--- config.mk ---
export PLATFORM = sky130hd
export DESIGN_NAME = coef_block_sequencer
export DESIGN_NICKNAME = d
export VERILOG_FILES = /design/src/rtl/tinycodec_pkg.sv /design/src/rtl/coef_block_sequencer.sv
export SDC_FILE = /design/constraint.sdc
export NUM_CORES = 1
export LEC_CHECK = 0
export CORE_ASPECT_RATIO = 1.25
export CORE_UTILIZATION = 58
export CTS_BUF_LIST = sky130_fd_sc_hd__clkbuf_4
export CTS_CLUSTER_SIZE = 28
export DETAILED_ROUTE_END_ITERATION = 8
export GPL_TIMING_DRIVEN = 0
export PLACE_DENSITY = 0.95
export SYNTH_ARGS = -nofsm -noshare
export SYNTH_HDL_FRONTEND = slang
export SYNTH_SLANG_ARGS = --single-unit
--- constraint.sdc ---
create_clock -name clk_in -period 5 [get_ports clk_in]
set_input_delay 0.5 -clock clk_in [delete_from_list [all_inputs] [get_ports clk_in]]
set_output_delay 0.5 -clock clk_in [all_outputs]
set_load 0.01 [all_outputs]
--- src/rtl/tinycodec_pkg.sv ---
// Shared constants and types for the coefficient path between the entropy
// decoder and the dequantizer.
package tinycodec_pkg;

    localparam int COEF_W      = 12;
    localparam int BLOCK_COEFS = 64;
    localparam int ZRL_RUN     = 15;
    localparam int CNT_W       = 16;
    localparam int IDX_W       = 6;

    localparam logic [IDX_W-1:0] LAST_IDX = IDX_W'(BLOCK_COEFS - 1);

    typedef enum logic [2:0] {
        WAIT_DC = 3'd0,
        WAIT_AC = 3'd1,
        ZEROS   = 3'd2,
        VALUE   = 3'd3,
        FILL    = 3'd4
    } seq_state_t;

    typedef logic signed [COEF_W-1:0] coef_t;

endpackage

--- src/rtl/coef_block_sequencer.sv ---
// Expands (value, run, dc) symbols into one zigzag-ordered coefficient per
// cycle, handling EOB/ZRL, block completion and sticky protocol errors.
module coef_block_sequencer
    import tinycodec_pkg::*;
(
    input  logic                     clk_in,
    input  logic                     rst_in,
    input  logic signed [COEF_W-1:0] sym_value_in,
    input  logic [4:0]               sym_run_in,
    input  logic                     sym_dc_in,
    input  logic                     sym_valid_in,
    output logic                     sym_ready_out,
    output logic signed [COEF_W-1:0] coef_value_out,
    output logic [IDX_W-1:0]         coef_index_out,
    output logic                     coef_last_out,
    output logic                     coef_valid_out,
    input  logic                     coef_ready_in,
    output logic                     err_out,
    output logic [CNT_W-1:0]         block_count_out
);

    seq_state_t        state_q, state_d;
    logic [IDX_W-1:0]  idx_q, idx_d;
    logic [4:0]        pend_q, pend_d;
    logic              then_val_q, then_val_d;
    coef_t             val_q, val_d;
    logic              run_q;
    coef_t             out_val_q, out_val_d;
    logic [IDX_W-1:0]  out_idx_q, out_idx_d;
    logic              out_last_q, out_last_d;
    logic              out_valid_q, out_valid_d;
    logic              err_q, err_d;
    logic [CNT_W-1:0]  cnt_q, cnt_d;

    logic              adv_s;
    logic              ready_s;
    logic              accept_s;
    logic              is_eob_s;
    logic              is_zrl_s;
    logic              emit_s;
    logic              owe_val_s;
    coef_t             emit_val_s;
    logic [IDX_W-1:0]  emit_idx_s;

    assign adv_s    = !out_valid_q || coef_ready_in;
    assign ready_s  = run_q && adv_s && ((state_q == WAIT_DC) || (state_q == WAIT_AC));
    assign accept_s = sym_valid_in && ready_s;
    assign is_eob_s = (sym_value_in == {COEF_W{1'b0}}) && (sym_run_in == 5'd0);
    assign is_zrl_s = (sym_value_in == {COEF_W{1'b0}}) && (sym_run_in == 5'(ZRL_RUN));

    // Next-state: choose what (if anything) enters the output register this cycle.
    always_comb begin
        state_d     = state_q;
        idx_d       = idx_q;
        pend_d      = pend_q;
        then_val_d  = then_val_q;
        val_d       = val_q;
        err_d       = err_q;
        emit_s      = 1'b0;
        emit_val_s  = {COEF_W{1'b0}};
        emit_idx_s  = idx_q;
        owe_val_s   = 1'b0;

        case (state_q)
            WAIT_DC: begin
                if (accept_s && sym_dc_in) begin
                    emit_s     = 1'b1;
                    emit_val_s = sym_value_in;
                    emit_idx_s = {IDX_W{1'b0}};
                    state_d    = WAIT_AC;
                end else if (accept_s) begin
                    err_d = 1'b1;
                end else begin
                    state_d = WAIT_DC;
                end
            end
            WAIT_AC: begin
                if (accept_s) begin
                    val_d  = sym_value_in;
                    emit_s = 1'b1;
                    if (sym_dc_in) begin
                        // Restart: the interrupted block is neither filled nor counted.
                        err_d      = 1'b1;
                        emit_val_s = sym_value_in;
                        emit_idx_s = {IDX_W{1'b0}};
                        state_d    = WAIT_AC;
                    end else if (is_eob_s) begin
                        state_d = FILL;
                    end else if (is_zrl_s) begin
                        pend_d     = 5'(ZRL_RUN);
                        then_val_d = 1'b0;
                        state_d    = ZEROS;
                    end else if (sym_run_in == 5'd0) begin
                        emit_val_s = sym_value_in;
                        state_d    = WAIT_AC;
                    end else begin
                        pend_d     = sym_run_in - 5'd1;
                        then_val_d = 1'b1;
                        owe_val_s  = 1'b1;
                        state_d    = (sym_run_in == 5'd1) ? VALUE : ZEROS;
                    end
                end else begin
                    state_d = WAIT_AC;
                end
            end
            ZEROS: begin
                if (adv_s) begin
                    emit_s    = 1'b1;
                    pend_d    = pend_q - 5'd1;
                    owe_val_s = then_val_q;
                    if (pend_q == 5'd1) begin
                        state_d = then_val_q ? VALUE : WAIT_AC;
                    end else begin
                        state_d = ZEROS;
                    end
                end else begin
                    state_d = ZEROS;
                end
            end
            VALUE: begin
                if (adv_s) begin
                    emit_s     = 1'b1;
                    emit_val_s = val_q;
                    state_d    = WAIT_AC;
                end else begin
                    state_d = VALUE;
                end
            end
            FILL: begin
                if (adv_s) begin
                    emit_s = 1'b1;
                end else begin
                    state_d = FILL;
                end
            end
            default: begin
                state_d = WAIT_DC;
            end
        endcase

        out_val_d   = out_val_q;
        out_idx_d   = out_idx_q;
        out_last_d  = out_last_q;
        out_valid_d = out_valid_q && !coef_ready_in;
        if (emit_s) begin
            out_valid_d = 1'b1;
            out_val_d   = emit_val_s;
            out_idx_d   = emit_idx_s;
            out_last_d  = (emit_idx_s == LAST_IDX);
            // Index 63 closes the block no matter what emissions remain pending.
            if (emit_idx_s == LAST_IDX) begin
                state_d = WAIT_DC;
                idx_d   = {IDX_W{1'b0}};
                err_d   = err_d | owe_val_s;
            end else begin
                idx_d = emit_idx_s + 6'd1;
            end
        end else begin
            idx_d = idx_d;
        end

        if (out_valid_q && coef_ready_in && out_last_q) begin
            cnt_d = cnt_q + 16'd1;
        end else begin
            cnt_d = cnt_q;
        end
    end

    // State, symbol latch and output register.
    always_ff @(posedge clk_in or negedge rst_in) begin
        if (!rst_in) begin
            state_q     <= WAIT_DC;
            idx_q       <= {IDX_W{1'b0}};
            pend_q      <= 5'd0;
            then_val_q  <= 1'b0;
            val_q       <= {COEF_W{1'b0}};
            run_q       <= 1'b0;
            out_val_q   <= {COEF_W{1'b0}};
            out_idx_q   <= {IDX_W{1'b0}};
            out_last_q  <= 1'b0;
            out_valid_q <= 1'b0;
            err_q       <= 1'b0;
            cnt_q       <= {CNT_W{1'b0}};
        end else begin
            state_q     <= state_d;
            idx_q       <= idx_d;
            pend_q      <= pend_d;
            then_val_q  <= then_val_d;
            val_q       <= val_d;
            run_q       <= 1'b1;
            out_val_q   <= out_val_d;
            out_idx_q   <= out_idx_d;
            out_last_q  <= out_last_d;
            out_valid_q <= out_valid_d;
            err_q       <= err_d;
            cnt_q       <= cnt_d;
        end
    end

    assign sym_ready_out   = ready_s;
    assign coef_value_out  = out_val_q;
    assign coef_index_out  = out_idx_q;
    assign coef_last_out   = out_last_q;
    assign coef_valid_out  = out_valid_q;
    assign err_out         = err_q;
    assign block_count_out = cnt_q;

endmodule

# [After elaboration in Yosys (flattened, before gate mapping)]
# Index checks and enable logic that the tools add are counted.
[totals] n_memories=0 in_bits=22 reg_bits=65 wordCells=111 romBits=0 latchBits=0 mem_bits_rw=0
[classes] n_eq_ne=14 n_bitwise=3 n_addsub=4 n_mul=0 n_lt_le_gt_ge=0 div=0 n_shift=0 reduce_logical=21 muxes=57
[ops] operator="$mux W12" count=7
[ops] operator="$pmux W12 S3" count=1
[ops] operator="$mux W5" count=6
[ops] operator="$mux W3" count=9
[ops] operator="$mux W6" count=4
[ops] operator="$mux W1" count=19
[ops] operator="$add A16 B1 Y16 const B" count=1
[ops] operator="$pmux W3 S5" count=1
[ops] operator="$logic_not A12 Y1" count=1
[ops] operator="$pmux W6 S2" count=1
[ops] operator="$eq A5 B1 Y1 const B" count=2
[ops] operator="$mux W2" count=5
[ops] operator="$ne A2 B2 Y1 const B" count=5
[ops] operator="$pmux W5 S2" count=1
[ops] operator="$sub A5 B1 Y5 const B" count=2
[ops] operator="$logic_and A1 B1 Y1" count=9
[ops] operator="$add A6 B1 Y6 const B" count=1
[ops] operator="$eq A3 B2 Y1 const B" count=2
[ops] operator="$eq A6 B6 Y1 const B" count=1
[ops] operator="$reduce_and A6 Y1" count=1
[ops] operator="$eq A5 B4 Y1 const B" count=1
[ops] operator="$logic_not A5 Y1" count=1
[ops] operator="$reduce_and A5 Y1" count=1
[ops] operator="$pmux W1 S2" count=2
[ops] operator="12 further kinds" count=15

# [Logic depth before layout (Yosys ltp)]
[logic_depth] ltp_word=11 ltp_mapped=10

# [Least setup slack after synthesis]
# Ideal clock, no wire load.
[synth_path] kind="input-to-reg" startpoint="input port coef_ready_in" endpoint="register state_q[2]" stages=10 slack_ns=2.771 path_buffers=1 arrival_ns=2.099 setup_ns=0.130 cell_sequence="nand2b_1 -> buf_2 -> nand3_1 -> and2_1 -> ha_1 -> nand3_1 -> nor2_1 -> nand2_1 -> o21ai_0 -> nor2_1"
[synth_between] elab_chain_len=10 word_cells_on_any_way=20 classes_between="eq/ne (1); mux (14); reduce/logical (5)"
[synth_rtl] element="from (decl)" line_no="coef_block_sequencer.sv:17" rtl="input logic coef_ready_in,"
[synth_rtl] element="$logic_or A1 B1 Y1 *" line_no="coef_block_sequencer.sv:45" rtl="assign adv_s = !out_valid_q || coef_ready_in;"
[synth_rtl] element="$logic_and A1 B1 Y1 * (2 in series)" line_no="coef_block_sequencer.sv:46" rtl="assign ready_s = run_q && adv_s && ((state_q == WAIT_DC) || (state_q == WAIT_AC));"
[synth_rtl] element="$logic_and A1 B1 Y1 *" line_no="coef_block_sequencer.sv:47" rtl="assign accept_s = sym_valid_in && ready_s;"
[synth_rtl] element="$logic_and A1 B1 Y1" line_no="coef_block_sequencer.sv:66" rtl="if (accept_s && sym_dc_in) begin"
[synth_rtl] element="$mux W6" line_no="coef_block_sequencer.sv:66"
[synth_rtl] element="$pmux W6 S2 *" line_no="coef_block_sequencer.sv:64" rtl="case (state_q)"
[synth_rtl] element="via emit_idx_s[0]" line_no="coef_block_sequencer.sv:43" rtl="logic [IDX_W-1:0] emit_idx_s;"
[synth_rtl] element="$eq A6 B6 Y1 *" line_no="coef_block_sequencer.sv:151" rtl="if (emit_idx_s == LAST_IDX) begin"
[synth_rtl] element="$mux W3 *" line_no="coef_block_sequencer.sv:151"
[synth_rtl] element="$mux W3 *" line_no="coef_block_sequencer.sv:145" rtl="if (emit_s) begin"
[synth_rtl] element="via state_d[2]" line_no="coef_block_sequencer.sv:22" rtl="seq_state_t state_q, state_d;"
[synth_rtl] element="to (signal assigned)" line_no="coef_block_sequencer.sv:185" rtl="state_q <= state_d;"
[synth_rtl] element="to (decl)" line_no="coef_block_sequencer.sv:22"
# The timed path passes the listed nets; every way through them passes the cells marked *.
# A chain may end at the register's enable or synchronous reset.

# [Worst setup path in the final report]
# Ends and elaborated chain as after synthesis.

==> results.toml <==
[outcome]
status = "completed"

[layout]
area_growth_syn_to_layout_pct = 26.8
nets = 410
multi_input_area_um2 = 1470
antennaDiodeCount = 0
drive_gt1_share_pct = 11.4
seq_area_um2 = 1630
fillers = 348

[worst_setup_path]
rr_startpoint = "coef_valid_out"
rr_endpoint = "state_q[2]"
worst_path_dominant_cell_family = "simple AND/OR/NAND/NOR gates"
crit_path_max_incr_delay_ps = 470
cp_max_fo = 10
critPathKind = "in2reg"
reg2reg_slack_ps = 2300
ff2ff_path_depth = 10
end_kind = "flop"
critPathLaunchType = "input port"
slowest_stage = "clkdlybuf4s50_1"
path_buf_inv = 2
worstPathRequired_ps = 5290
cp.depth = 11
path_cells = "clkdlybuf4s50_1 -> nand2b_1 -> buf_2 -> nand3_1 -> and2_1 -> ha_1 -> nand3_1 -> nor2_1 -> nand2_1 -> o21ai_0 -> nor2_1"
crit_arrival_ps = 3200

[grt]
grtUsageTotal_pct = 28.9
antenna_found_initial = 0
grt_max_degree = 34
grt_pass1_vias = 2778
grt_pass1_wl_um = 12300
grt-ovfl-total = 0

[sta]
finalCriticalPeriod_ps = 2910
setup_viol = 0
fin_crit_sh_pct = 58.3
slew_headroom_pct = 51.1
hold_viol = 0
setup-tns-final_ps = 0
fmax_ghz = 0.343
rsz0062_at_grt = "false"
final_max_slew_viol_count = 0
finalClockSkew_ps = 14.5
fin_hold_ws_ps = 121
final.setup.worst_slack_ps = 2090
tightest_slew_ps = 733

[logic_synthesis]
synth_compound_area_share_pct = 13.3
netlist_instances = 309
ys_ff_latch = 65
synth_top_family_by_area = "simple AND/OR/NAND/NOR gates"
synth_edf_count = 0
synth_common_cells = "dfrtp_1, nand2_1, nor2_1, o21ai_0, mux2_2"
syn_area_um2 = 3160
yosysSeqAreaShare_pct = 51.4
synthAdderAreaFrac_pct = 3.17
yosys.area_share.simple_pct = 19.5
synth_top_cell_by_area = "dfrtp_1"
ys_async_sr_fraction_pct = 100
synthMuxAreaShare_pct = 5.34
synth_top_flop_cell = "dfrtp_1"
yosysWarnings = 0
yosys-top-cells-area = "dfrtp_1, nand2_1, mux2_2"
synth.most_common_cell = "dfrtp_1"
syn-mean-instance-area_um2 = 10.2
ys_types = 48
synth_top_area_share_pct = 51.4
syn_nets = 339
synth-xor-area-share_pct = 4.99

[cts]
clock_latency_ps = 420
cts_setup_buffers = 0
h-tree-depth = 3
cts_root_buf = "clkbuf_4"
cts_buffers = 9
path_clk_slew_ps = 110
clock_sinks = 65
ctsHoldBuffers = 0
cts_resized = 0
clk_path_buf_depth = 2
cts_tree = "built"

[floorplan]
io_pins = 60
core_um2 = 5150
die_x_um = 68.0
die_y_um = 84.6
start_util_pct = 61.4
row_count = 29
die_area_um2 = 5750

[pwr]
p_sw_w = 0.000639
combPwrFrac_pct = 35.2
netSwitchingFraction_pct = 33.8
p_int_w = 0.00125
power_w = 0.00189
power_density_nw_per_um2 = 472
pwr-share-seq_pct = 43.3
p_leak_nw = 1.81
power_frac_clock_pct = 21.5
ir_drop_mv = 0.352

[drt]
via_per_inst = 5.91
vias = 2642
wl_per_cell_um = 16.7
drt_pass1_iterations = 4
wl_um = 7460
remaining_drc_errors = 0
postRouteAntennaNets = 0
dr.first_iter.drc_count = 190

[placement]
gp_congestion = 0.850
port_buffers = 59
post-dp-hpwl_um = 5190
place_worst_setup_slack_ps = 1780

[worst_hold_path]
hold_class = "in2async"

[flow_run]
maxCapViolCount = 0
[metal layers]
layer	GRT usage (%)	part of all wire, %	routed length, µm	vias up
met5	0	0	0	-
met4	16.1	2.7	203	0
met3	5.43	4.0	298	20
met2	48.3	52	3840	83
met1	33.8	42	3110	1288
li1	-	-	-	1251
[final cells by class]
cell class              count  area share [%]
flip-flops and latches     65            40.6
multi-input cells         229            36.7
repair buffers             60            15.1
clock buffers              11            2.06
clock inverters             5            2.00
well taps                  62            1.94
plain buffers               9            1.09
inverters                   6           0.562
[metrics by stage]
stage | std cells | area (µm²) | utilization (%)
after global placement | 430 | 3830 | 74.3
after floorplan | 309 | 3160 | -
final | 447 | 4010 | 77.8
after CTS | 447 | 4010 | 77.8
after detailed placement | 431 | 3840 | 74.6
after global routing | 447 | 4010 | 77.8
[logic make-up (layout without fill, tap and decap cells)]
| kind of cell | Yosys count | count (layout) |
|---|---|---|
| flip-flops | 65 | 65 |
| buffers and inverters | 15 | 91 |
| other | 1 | 1 |
| AO/OA/AOI/OAI | 59 | 59 |
| adder cells (fa/ha/maj) | 8 | 8 |
| XOR/XNOR | 18 | 18 |
| multiplexers | 15 | 15 |
| AND/OR/NAND/NOR | 128 | 128 |
[power by group through the flow]
stage          Sequential [W]  Clock [W]  Combinational [W]
2_1_floorplan        0.000827          0           0.000360
3_5_place_dp         0.000822          0           0.000661
4_1_cts              0.000815   0.000408           0.000666
6_report             0.000819   0.000407           0.000664
3_3_place_gp         0.000810          0           0.000627
5_1_grt              0.000833   0.000432           0.000726
[flip-flops by register name, summed over array words and instances (netlist names), 3 cells and up]
name and count:
pend_q 5, coef_value_out 12, coef_index_out 6, val_q 12, block_count_out 16, idx_q 6
state_q 3
[cell usage in the layout, fill, tap and decap left out, types with 8 or more instances in the layout]
cell | synthesis | routed
dfrtp_1 | 65 | 65
clkdlybuf4s50_1 | 0 | 58
nand2_1 | 56 | 56
nor2_1 | 18 | 18
o21ai_0 | 16 | 16
mux2_2 | 15 | 15
nand3_1 | 12 | 12
a22oi_1 | 12 | 12
clkbuf_4 | 0 | 11
xnor2_1 | 10 | 10
buf_2 | 8 | 9
xor2_1 | 8 | 8
ha_1 | 8 | 8
[worst max path at each step]
stage | slack, ps | start | to
4_1_cts | 2160 | coef_ready_in | state_q[2]
3_5_place_dp | 1780 | coef_ready_in | state_q[2]
2_1_floorplan | 2770 | coef_ready_in | state_q[2]
3_3_place_gp | 1420 | rst_in | pend_q[3]
6_report | 2090 | coef_ready_in | state_q[2]
5_1_grt | 1900 | coef_ready_in | state_q[2]
No activity file was read; power rests on OpenSTA's default activity.
